**src/rtl/hazard_stall_unit.sv**
```systemverilog
// rtl/hazard_stall_unit.sv - load-use / branch / memory-wait stall and flush controller
//
// Purpose: resolves the pipeline hazards that operand forwarding cannot:
//   load-use (load in EX feeding the ID instruction), taken-branch squash,
//   and data-memory wait, plus a sticky memory-wait watchdog.
// Ports:
//   clk, rst_n                 clock, synchronous active-low reset
//   id_valid, id_rs, id_rt     ID-stage instruction and its source registers
//   id_uses_rs, id_uses_rt     which sources the ID instruction actually reads
//   id_rd, id_load             ID destination and "is a load with RegWrite"
//   ex_branch_taken            branch resolved taken in EX
//   mem_req, mem_ready         data-memory handshake from the MEM stage
//   stall_pc, stall_ifid       hold PC and IF/ID
//   bubble_idex, flush_ifid    insert NOP into ID/EX, clear IF/ID
//   freeze_all                 hold every pipeline register
//   busy_vec                   one-hot OR of destinations of loads in EX/MEM
//   mem_timeout                sticky watchdog error
// Optional feature (macro HAZARD_PERF_CNT_EN): saturating 16-bit
//   perf_stall_cnt / perf_flush_cnt / perf_freeze_cnt outputs.
module hazard_stall_unit #(
    parameter int AW          = 2,
    parameter int TO_W        = 8,
    parameter int MEM_TIMEOUT = 200
) (
    input  logic              clk,
    input  logic              rst_n,
    input  logic              id_valid,
    input  logic [AW-1:0]     id_rs,
    input  logic [AW-1:0]     id_rt,
    input  logic              id_uses_rs,
    input  logic              id_uses_rt,
    input  logic [AW-1:0]     id_rd,
    input  logic              id_load,
    input  logic              ex_branch_taken,
    input  logic              mem_req,
    input  logic              mem_ready,
    output logic              stall_pc,
    output logic              stall_ifid,
    output logic              bubble_idex,
    output logic              flush_ifid,
    output logic              freeze_all,
    output logic [2**AW-1:0]  busy_vec,
    output logic              mem_timeout
`ifdef HAZARD_PERF_CNT_EN
    ,
    output logic [15:0]       perf_stall_cnt,
    output logic [15:0]       perf_flush_cnt,
    output logic [15:0]       perf_freeze_cnt
`endif
);

    localparam int NR = 2**AW;
    localparam logic [0:0] ST_RUN  = 1'b0;
    localparam logic [0:0] ST_WAIT = 1'b1;

    logic            ex_ld_v_q, ex_ld_v_d;
    logic [AW-1:0]   ex_rd_q, ex_rd_d;
    logic            mem_ld_v_q, mem_ld_v_d;
    logic [AW-1:0]   mem_rd_q, mem_rd_d;
    logic [0:0]      state_q, state_d;
    logic [TO_W-1:0] wd_cnt_q, wd_cnt_d;
    logic            timeout_q, timeout_d;

    logic            freeze;
    logic            load_use;
    logic [NR-1:0]   busy;

    // Hazard detection and prioritised control; everything is forced low
    // while reset is held so the pipeline sees a quiet controller.
    always_comb begin
        freeze   = mem_req & ~mem_ready;
        // Only a load in EX can stall; a load in MEM is forwarded from WB.
        load_use = id_valid & ex_ld_v_q &
                   ((id_uses_rs & (id_rs == ex_rd_q)) |
                    (id_uses_rt & (id_rt == ex_rd_q)));

        busy = '0;
        if (ex_ld_v_q)  busy[ex_rd_q]  = 1'b1;
        if (mem_ld_v_q) busy[mem_rd_q] = 1'b1;

        freeze_all  = rst_n & freeze;
        flush_ifid  = rst_n & ~freeze & ex_branch_taken;
        bubble_idex = rst_n & ~freeze & (ex_branch_taken | load_use);
        // A taken branch squashes the ID instruction, so load-use is moot.
        stall_pc    = rst_n & ~freeze & ~ex_branch_taken & load_use;
        stall_ifid  = stall_pc;
        busy_vec    = rst_n ? busy : '0;
        mem_timeout = rst_n & timeout_q;
    end

    // Shadow of in-flight loads: mirrors ID->EX->MEM movement of the pipeline.
    always_comb begin
        ex_ld_v_d  = ex_ld_v_q;
        ex_rd_d    = ex_rd_q;
        mem_ld_v_d = mem_ld_v_q;
        mem_rd_d   = mem_rd_q;
        if (!freeze) begin
            mem_ld_v_d = ex_ld_v_q;
            mem_rd_d   = ex_rd_q;
            if (bubble_idex) begin
                ex_ld_v_d = 1'b0;
            end else begin
                ex_ld_v_d = id_valid & id_load;
                ex_rd_d   = id_rd;
            end
        end
    end

    // Memory-wait FSM and watchdog. The count only runs in WAIT, so the
    // first frozen cycle (still in RUN) is not counted.
    always_comb begin
        state_d   = state_q;
        wd_cnt_d  = wd_cnt_q;
        timeout_d = timeout_q;
        case (state_q)
            ST_RUN: begin
                if (freeze) state_d = ST_WAIT;
            end
            ST_WAIT: begin
                if (mem_ready) begin
                    state_d  = ST_RUN;
                    wd_cnt_d = '0;
                end else begin
                    if (wd_cnt_q != '1) wd_cnt_d = wd_cnt_q + TO_W'(1);
                    if (wd_cnt_d >= TO_W'(MEM_TIMEOUT)) timeout_d = 1'b1;
                end
            end
            default: state_d = ST_RUN;
        endcase
    end

    always_ff @(posedge clk) begin
        if (!rst_n) begin
            ex_ld_v_q  <= 1'b0;
            ex_rd_q    <= '0;
            mem_ld_v_q <= 1'b0;
            mem_rd_q   <= '0;
            state_q    <= ST_RUN;
            wd_cnt_q   <= '0;
            timeout_q  <= 1'b0;
        end else begin
            ex_ld_v_q  <= ex_ld_v_d;
            ex_rd_q    <= ex_rd_d;
            mem_ld_v_q <= mem_ld_v_d;
            mem_rd_q   <= mem_rd_d;
            state_q    <= state_d;
            wd_cnt_q   <= wd_cnt_d;
            timeout_q  <= timeout_d;
        end
    end

`ifdef HAZARD_PERF_CNT_EN
    always_ff @(posedge clk) begin
        if (!rst_n) begin
            perf_stall_cnt  <= '0;
            perf_flush_cnt  <= '0;
            perf_freeze_cnt <= '0;
        end else begin
            if (stall_pc && perf_stall_cnt != '1)
                perf_stall_cnt <= perf_stall_cnt + 16'd1;
            if (flush_ifid && perf_flush_cnt != '1)
                perf_flush_cnt <= perf_flush_cnt + 16'd1;
            if (freeze_all && perf_freeze_cnt != '1)
                perf_freeze_cnt <= perf_freeze_cnt + 16'd1;
        end
    end
`endif

endmodule
```
**config.mk**
```make
export PLATFORM = sky130hd
export DESIGN_NAME = hazard_stall_unit
export DESIGN_NICKNAME = d
export VERILOG_FILES = /design/src/rtl/hazard_stall_unit.sv
export SDC_FILE = /design/constraint.sdc
export NUM_CORES = 1
export LEC_CHECK = 0
export BUFFER_PORTS_ARGS = -buffer_cell sky130_fd_sc_hd__buf_4
export CORE_UTILIZATION = 33
export CTS_BUF_LIST = sky130_fd_sc_hd__clkbuf_16
export DETAILED_ROUTE_END_ITERATION = 8
export HOLD_SLACK_MARGIN = 0.02
export PLACE_DENSITY_LB_ADDON = 0.3
export REMOVE_ABC_BUFFERS = 1
export SLEW_MARGIN = 20
export SYNTH_ARGS = -nofsm -noshare
export SYNTH_HDL_FRONTEND = slang
export SYNTH_SLANG_ARGS = --single-unit
```
**constraint.sdc**
```tcl
create_clock -name clk -period 3.2 [get_ports clk]
set_input_delay 0.48 -clock clk [delete_from_list [all_inputs] [get_ports clk]]
set_output_delay 0.48 -clock clk [all_outputs]
set_load 0.02 [all_outputs]
```
==> out/metrics.csv, run 1 <==
metric;value;unit
filler cell count;285;
post-DR vias/cell;5.242;
Final Cycle Share;65.18;%
port bufs;24;
layout cell share with drive strength beyond 1;26.35;%
commonest non-fill, non-tap cell in the layout;buf_4;
VDD IR max;321.3;µV
initial antenna violation count;0;
top post-synthesis cells by area;dfxtp_1 31%, nand2_1 7.2%, nand3_1 4.3%;
Max Buffers Root-to-Sink;2;
Ys Warns;0;
vias in the first global route;935;
fin nets;165;
clk slew on worst S/H paths;0.05;ns
Die X;58.10;µm
Clock power frac;47.9;%
Post-Route Setup TNS;0;ns
leading area contributor after synthesis;dfxtp_1;
endpoints failing hold;0;
Slew headroom;74.49;%
gr usage total;15.80;%
Register Area;320.3;µm²
multi-input gate area in the final layout;649.4;µm²
critical path endpoint category;primary output;
nature of the critical path startpoint;register;
CTS Root Cell;clkbuf_16;
worst slew pin tran;0.3818;ns
Synth top area share;30.84;%
Final Util;44.93;%
largest net degree at the start of global routing;24;
total congestion overflow;0;
Routed WL per cell;11.97;µm
Cells after Synth;129;
DR vias;996;
Rows;19;
synthesis-stage register bit count;16;
proportion of synthesized chip area in sequential cells;30.84;%
core area;2877;µm²
# Max-Cap Violations;0;
CTS H-tree lvls;1;
most frequent cells in the layout;24 x buf_4, 20 x nand2_1, 16 x dfxtp_1;
Hold Path Class;in -> reg;
die height;58.10;µm
CTS tree;yes;
Worst Setup Path Type;reg -> out;
DRC;0;
DP HPWL;1734;µm
Clock Skew;0.001291;ns
status;finished, final reports clean;
Final Slew Violations;0;
Power Density;394.4;nW/µm²
simple-gate share of the synthesized area;30.84;%
Peak Freq;479.5;MHz
area grow syn2layout;24.46;%
asr flop ratio synth;0;%
switch share;21.83;%
# diodes;0;
Post-CTS Hold Buffers;0;
worst path required time;2.72;ns
PostCTS Resize Cnt;0;
Arrival @ worst endpoint;1.61;ns
Post-synth top flop;dfxtp_1;
I/O pins;25;
Yosys cell types;46;
main combinational cell family by area after synthesis;simple AND/OR/NAND/NOR gates;
Comb power frac;10.6;%
Post-Route WL;2274;µm
Cell Area, Synth;1038;µm²
ANT nets after route;0;
Num Clock Sinks;16;
adder-cell share of the synthesized area;1.205;%
static leakage;0.4864;nW
fin crit period;2.086;ns
EDFF count, synth;0;
Synth Area in XOR/XNOR;4.217;%
Starting DRT DRC Count;32;
Sequential Power Share;41.5;%
worst skew pair latency;0.24;ns
compound-cell area share of the yosys netlist;23.37;%
CTS Buf Count;3;
Setup Viol. Count Final;0;
GP Congestion;0.7688;
mux cell area share after synthesis;2.892;%
RSZ-0062 raised after global routing;false;
CP max FO;8;
Initial DRT Pass Iterations;4;
Sw Pwr;0.1113;mW
Avg Cell Area, Syn;8.050;µm²
first-pass GRT wire length;4119;µm
Die ar.;3375;µm²
Post-CTS Repair Setup Buffers;0;
Internal Power;0.3984;mW
Starting Density;36.10;%
## per-layer routing
metal | vias to the layer above | share of wire, % | track usage, %
li1 | 500 | - | -
met1 | 462 | 45 | 18.70
met2 | 32 | 49 | 27.75
met3 | 2 | 5.2 | 5.357
met4 | 0 | 0.57 | 3.061
met5 | - | 0 | 0
## flip-flops by register name, indices dropped and copies added, names as in the netlist
signal / cells
timeout_q: 1
ex_ld_v_q: 1
mem_rd_q: 2
ex_rd_q: 2
state_q: 1
mem_ld_v_q: 1
wd_cnt_q: 8
## cells by family after synthesis
| kind of cell | count (synthesis) |
|---|---|
| DFF | 16 |
| adders and majority gates | 1 |
| muxes | 3 |
| xor gates and xnor gates | 5 |
| buffers and inverters | 12 |
| AOI/OAI and AO/OA | 34 |
| and+or+nand+nor | 58 |
## worst paths after layout
path	startpoint	to	cells past startpoint	slack (ns)
setup / recovery	ex_rd_q[0]$_SDFFE_PN0P_	stall_pc	5	1.11
hold / removal	ex_branch_taken	ex_ld_v_q$_SDFFE_PN0N_	2	0.46
setup reg to reg	wd_cnt_q[0]$_SDFFE_PN0P_	timeout_q$_SDFFE_PN0P_	6	1.45
hold reg to reg	mem_rd_q[0]$_SDFFE_PN0N_	mem_rd_q[0]$_SDFFE_PN0N_	2	0.52
## per-stage QoR
| stage | worst slack (ns) | power [mW] | instance area [µm²] | hold slack, ns | cells |
|---|---|---|---|---|---|
| 2_1_floorplan | 1.168 | 0.2418 | 980.9 | 0.4754 | 120 |
| 3_3_place_gp | 1.231 | 0.2688 | 1214 | 0.4954 | 186 |
| 3_5_place_dp | 1.214 | 0.2701 | 1214 | 0.5117 | 186 |
| 4_1_cts | 1.095 | 0.5149 | 1292 | 0.4624 | 190 |
| 5_1_grt | 0.9929 | 0.5349 | 1292 | 0.4712 | 190 |
| 6_report | 1.114 | 0.5097 | 1292 | 0.4631 | 190 |
## critical path, cell delays in order (launching register included)
cell	delay, ns
dfxtp_1	0.50
xnor2_1	0.16
nand3_1	0.11
a21oi_2	0.23
nor2b_1	0.21
buf_4	0.17
## synthesized netlist by cell type, types with 2 or more instances
cell,number
nand3_1,9
xnor2_1,4
a21boi_0,5
inv_1,3
buf_6,2
mux2i_1,3
nand2_1,20
a31o_2,2
o21ai_1,2
clkbuf_1,2
buf_2,4
a21oi_1,5
o31ai_1,3
and2_1,6
nand2b_1,2
a41oi_1,2
o22ai_1,2
nor3b_1,2
dfxtp_1,16
o21ai_0,3
nor2b_1,4
nor2_2,2
nand4_1,3
## cell type report
cell class	count	share of cell area, %
flip-flops and latches	16	24.78
inverters	3	0.8712
multi-input cells	101	50.24
well taps	42	4.066
repair buffers	24	13.94
clock buffers	3	5.808
clock inverters	1	0.2904
## power groups by stage
stage	clock network (mW)	logic (mW)	registers [mW]
6_report	0.244	0.0541	0.212
5_1_grt	0.262	0.0604	0.213
4_1_cts	0.249	0.0544	0.212
3_5_place_dp	0	0.0543	0.216
3_3_place_gp	0	0.0533	0.215
2_1_floorplan	0	0.0280	0.214
Note: power is estimated with default switching activity, not from simulation.
==> run 2, diff against run 1 <==
clock period = 1.93 ns   (was 3.2 ns; I/O delays follow)
==> run 2 against run 1 <==
Critical path depth stayed put. Non-clock buffer count is 1 higher. Utilization is 0.30 points higher. Design area is 0.68% higher. Wire length is 3.4% higher. Final cell count is 0.53% higher. Worst hold slack worse by 0.21 ns. Critical path type unchanged. Largest cell class unchanged.
==> out/metrics.csv, run 2 (same netlist as run 1, synthesis figures left out) <==
metric;value;unit
status;finished, final reports clean;
Comb power frac;10.7;%
largest reg by FF count;wd_cnt_q;
Setup Viol. Count Final;0;
Slew headroom;75.47;%
core area;2877;µm²
Post-Route Setup TNS;0;ns
# diodes;0;
WL met3;142;µm
initial antenna violation count;0;
Sequential Power Share;40.6;%
largest net degree at the start of global routing;24;
DR top layer;met4;
post-DR vias/cell;5.209;
I/O pins;25;
GP Congestion;0.7963;
CTS H-tree lvls;1;
commonest non-fill, non-tap cell in the layout;buf_4;
gr usage total;15.01;%
met1 wire length;1065;µm
area grow syn2layout;25.30;%
met2 wire len;1107;µm
Max Buffers Root-to-Sink;2;
design area;1301;µm²
Starting Density;36.10;%
Worst Setup Path Type;reg -> out;
worst slew pin tran;0.3672;ns
VDD IR max;332.2;µV
final std cells w/o fill;191;
Num Clock Sinks;16;
total congestion overflow;0;
port bufs;24;
Arrival @ worst endpoint;1.51;ns
post-route worst setup slack;0.1346;ns
CTS Root Cell;clkbuf_16;
first-pass GRT wire length;3801;µm
Post-CTS Repair Setup Buffers;0;
RSZ-0062 raised after global routing;false;
most frequent cells in the layout;25 x buf_4, 20 x nand2_1, 15 x dfxtp_1;
Post-Place Cell Area;1221;µm²
worst skew pair latency;0.25;ns
fin nets;166;
Hold Path Class;in -> reg;
CTS tree;yes;
# Max-Cap Violations;0;
endpoints failing hold;0;
Post-CTS Hold Buffers;0;
fin crit period;1.795;ns
Largest regs;wd_cnt_q: 8 flops, ex_rd_q: 2 flops, mem_rd_q: 2 flops;
switch share;22.92;%
Die X;58.10;µm
Peak Freq;557.0;MHz
R2R Setup Slk;0.25;ns
die height;58.10;µm
nature of the critical path startpoint;register;
worst hold slack;0.2573;ns
DP HPWL;1724;µm
CP max FO;8;
Placed Instances;187;
layout cell share with drive strength beyond 1;27.52;%
static leakage;0.4920;nW
clk slew on worst S/H paths;0.05;ns
worst path required time;1.64;ns
Final Util;45.24;%
Final Cycle Share;93.03;%
Post-Route WL;2351;µm
Sw Pwr;0.1972;mW
Internal Power;0.6631;mW
Starting DRT DRC Count;43;
Final Slew Violations;0;
Rows;19;
ANT nets after route;0;
Pwr Total;0.8603;mW
critical path endpoint category;primary output;
Clock Skew;0.004766;ns
DRC;0;
multi-input gate area in the final layout;649.4;µm²
Power Density;661.1;nW/µm²
CTS Buf Count;3;
DR vias;995;
Initial DRT Pass Iterations;4;
worst slack at placement;0.2716;ns
vias in the first global route;850;
Register Area;321.6;µm²
Die ar.;3375;µm²
Routed WL per cell;12.31;µm
max reg flops;8;
filler cell count;292;
Clock power frac;48.6;%
-- run 2: cell count changes in the layout (fill, tap and decap cells not counted), sizes merged --
cell / before / now
buf: 24 / 25
-- run 2: power by group through the flow --
stage	combinational [mW]	clock, mW	sequential, mW
after floorplan	0.0465	0	0.354
after global placement	0.0925	0	0.356
after detailed placement	0.0933	0	0.356
after CTS	0.0932	0.421	0.349
after global routing	0.101	0.441	0.351
final	0.0922	0.418	0.350
-- run 2: final cells by class --
class,instances,share of cell area [%]
Multi-Input combinational cell,101,49.90
Sequential cell,16,24.71
Timing Repair Buffer,25,14.42
Clock buffer,3,5.769
Tap cell,42,4.038
Inverter,3,0.8654
Clock inverter,1,0.2885
-- run 2: critical path: stages (launching register included) --
cell	delay [ns]
dfxtp_2	0.41
xnor2_1	0.13
nand3_1	0.10
a21oi_2	0.22
nor2b_1	0.22
buf_4	0.17
-- run 2: path summary, 6_finish.rpt --
path | startpoint | to | cells after the start
setup / recovery | ex_rd_q[0]$_SDFFE_PN0P_ | stall_pc | 5
hold / removal | ex_branch_taken | ex_ld_v_q$_SDFFE_PN0N_ | 2
setup reg to reg | wd_cnt_q[0]$_SDFFE_PN0P_ | timeout_q$_SDFFE_PN0P_ | 6
hold reg to reg | mem_rd_q[0]$_SDFFE_PN0N_ | mem_rd_q[0]$_SDFFE_PN0N_ | 2
-- run 2: per-layer routing --
layer  track usage (%)  vias up
met4             5.102        0
met2             24.96       34
li1                  -      501
met5                 0        -
met3             5.804        5
met1             17.62      455
-- run 2: what timing repair did --
item / 4_1_cts / 5_1_grt
gates resized for setup: 0 / 1
endpoints found under the setup margin: 0 / 2
endpoints found under the hold margin: 0 / 0
==> run 3, diff against run 2 <==
CORE_UTILIZATION = 49   (was 33)
==> run 3 against run 2 <==
Design area shrank 1.2%. Critical path type unchanged. Via count grew 1.0%. Total power shrank 2.3%. Sequential share of layout area grew 0.29 points. Maximum frequency shrank 1.2%. Sequential power is essentially flat. Wire length grew 1.4%.
==> out/metrics.csv, run 3 (same netlist as run 1, synthesis figures left out) <==
metric;value;unit
Die ar.;2307;µm²
CTS Root Cell;clkbuf_16;
max incr delay on CP;0.44;ns
CP max FO;5;
final std cells w/o fill;176;
# diodes;0;
Rows;16;
Clock power frac;46.8;%
static leakage;0.4958;nW
CTS H-tree lvls;1;
clk slew on worst S/H paths;0.05;ns
DP HPWL;1744;µm
Buf+Inv Stages, Crit Path;1;
status;finished, final reports clean;
Crit-path slowest cell;dfxtp_1;
first-pass GRT wire length;3574;µm
Comb power frac;11.4;%
multi-input gate area in the final layout;649.4;µm²
CP delay by family, top;flip-flops;
Num Clock Sinks;16;
port bufs;24;
Placed Instances;173;
GP Congestion;0.8832;
Hold Path Class;in -> reg;
Initial DRT Pass Iterations;4;
endpoints failing hold;0;
CTS Buf Count;3;
CTS tree;yes;
# Max-Cap Violations;0;
Register Area;321.6;µm²
total congestion overflow;0;
largest net degree at the start of global routing;24;
Largest regs;wd_cnt_q: 8 flops, ex_rd_q: 2 flops, mem_rd_q: 2 flops;
Sw Pwr;0.1793;mW
Sequential Power Share;41.8;%
gr usage total;22.80;%
Final Util;64.90;%
layout cell share with drive strength beyond 1;28.19;%
initial antenna violation count;0;
RSZ-0062 raised after global routing;false;
Setup Viol. Count Final;0;
Clock Skew;0.002922;ns
I/O pins;25;
DRC;0;
DR vias;1005;
nature of the critical path startpoint;register;
area grow syn2layout;23.86;%
Die X;48.04;µm
Post-Route WL;2384;µm
Post-Route Setup TNS;0;ns
worst slew pin tran;0.3563;ns
switch share;21.33;%
fin nets;167;
filler cell count;169;
crit-path cells;xnor2_1, nand3_1, a21oi_2, nor2b_1, buf_4;
commonest non-fill, non-tap cell in the layout;buf_4;
Internal Power;0.6610;mW
Final Slew Violations;0;
Peak Freq;550.4;MHz
most frequent cells in the layout;26 x buf_4, 20 x nand2_1, 15 x dfxtp_1;
vias in the first global route;884;
critical path endpoint category;primary output;
worst path required time;1.64;ns
ANT nets after route;0;
Starting DRT DRC Count;13;
fin crit period;1.817;ns
post-DR vias/cell;5.710;
Final Cycle Share;94.14;%
Starting Density;52.40;%
worst skew pair latency;0.25;ns
Slew headroom;76.20;%
Routed WL per cell;13.55;µm
die height;48.04;µm
largest reg by FF count;wd_cnt_q;
core area;1982;µm²
VDD IR max;557.3;µV
max reg flops;8;
Max Buffers Root-to-Sink;2;
Worst Setup Path Type;reg -> out;
Arrival @ worst endpoint;1.53;ns
Power Density;653.3;nW/µm²
## run 3: cell types whose count changed in the layout (fill, tap and decap cells not counted)
cell	delta
buf_4	+1
clkinv_1	-1
## run 3: through the flow
step | area [µm²] | setup slack [ns] | hold slack, ns | power (mW)
6_report | 1286 | 0.1132 | 0.2540 | 0.8402
5_1_grt | 1286 | 0.005029 | 0.2672 | 0.8676
3_5_place_dp | 1210 | 0.2767 | 0.5109 | 0.4517
2_1_floorplan | 980.9 | 0.1599 | 0.3904 | 0.4009
3_3_place_gp | 1210 | 0.3271 | 0.4991 | 0.4484
4_1_cts | 1285 | 0.02813 | 0.2535 | 0.8451
## run 3: final cells by class
class	instances	area share (%)
Inverter	3	0.8755
Multi-Input combinational cell	101	50.49
Sequential cell	16	25.00
Clock buffer	3	5.837
Timing Repair Buffer	26	15.18
Tap cell	27	2.626
## run 3: final timing paths
| kind | startpoint | end | slack, ns | depth (start not counted) |
|---|---|---|---|---|
| max | ex_rd_q[1]$_SDFFE_PN0P_ | stall_ifid | 0.11 | 5 |
| min | ex_branch_taken | ex_ld_v_q$_SDFFE_PN0N_ | 0.25 | 2 |
| max reg2reg | wd_cnt_q[0]$_SDFFE_PN0P_ | timeout_q$_SDFFE_PN0P_ | 0.22 | 6 |
| min reg2reg | mem_ld_v_q$_SDFFE_PN0N_ | mem_ld_v_q$_SDFFE_PN0N_ | 0.51 | 2 |
## run 3: what timing repair did
action	in CTS	in global routing
hold buffers	0	0
setup buffers	0	0
setup endpoints to repair	0	2
resized for setup	0	1
## run 3: power by group through the flow
| stage | combinational, mW | sequential [mW] | clock, mW |
|---|---|---|---|
| finish | 0.0961 | 0.351 | 0.393 |
| global placement | 0.0920 | 0.356 | 0 |
| detailed placement | 0.0950 | 0.357 | 0 |
| global route | 0.105 | 0.353 | 0.410 |
| CTS | 0.0966 | 0.351 | 0.398 |
| floorplan | 0.0465 | 0.354 | 0 |
## run 3: worst register-to-register path, stage by stage, from the launching register on
cell	delay, ns
dfxtp_1	0.40
ha_1	0.30
nand4_2	0.15
or2_4	0.31
nand4_1	0.15
xor2_1	0.17
a32oi_1	0.11
## run 3: routing by layer
layer,routed length [µm],vias up,global-route usage (%),share of wire (%)
li1,-,503,-,-
met1,992,467,24.83,42
met2,1255,32,42.43,53
met3,111,3,4.528,4.7
met4,24,0,9.444,1.0
met5,0,-,0,0
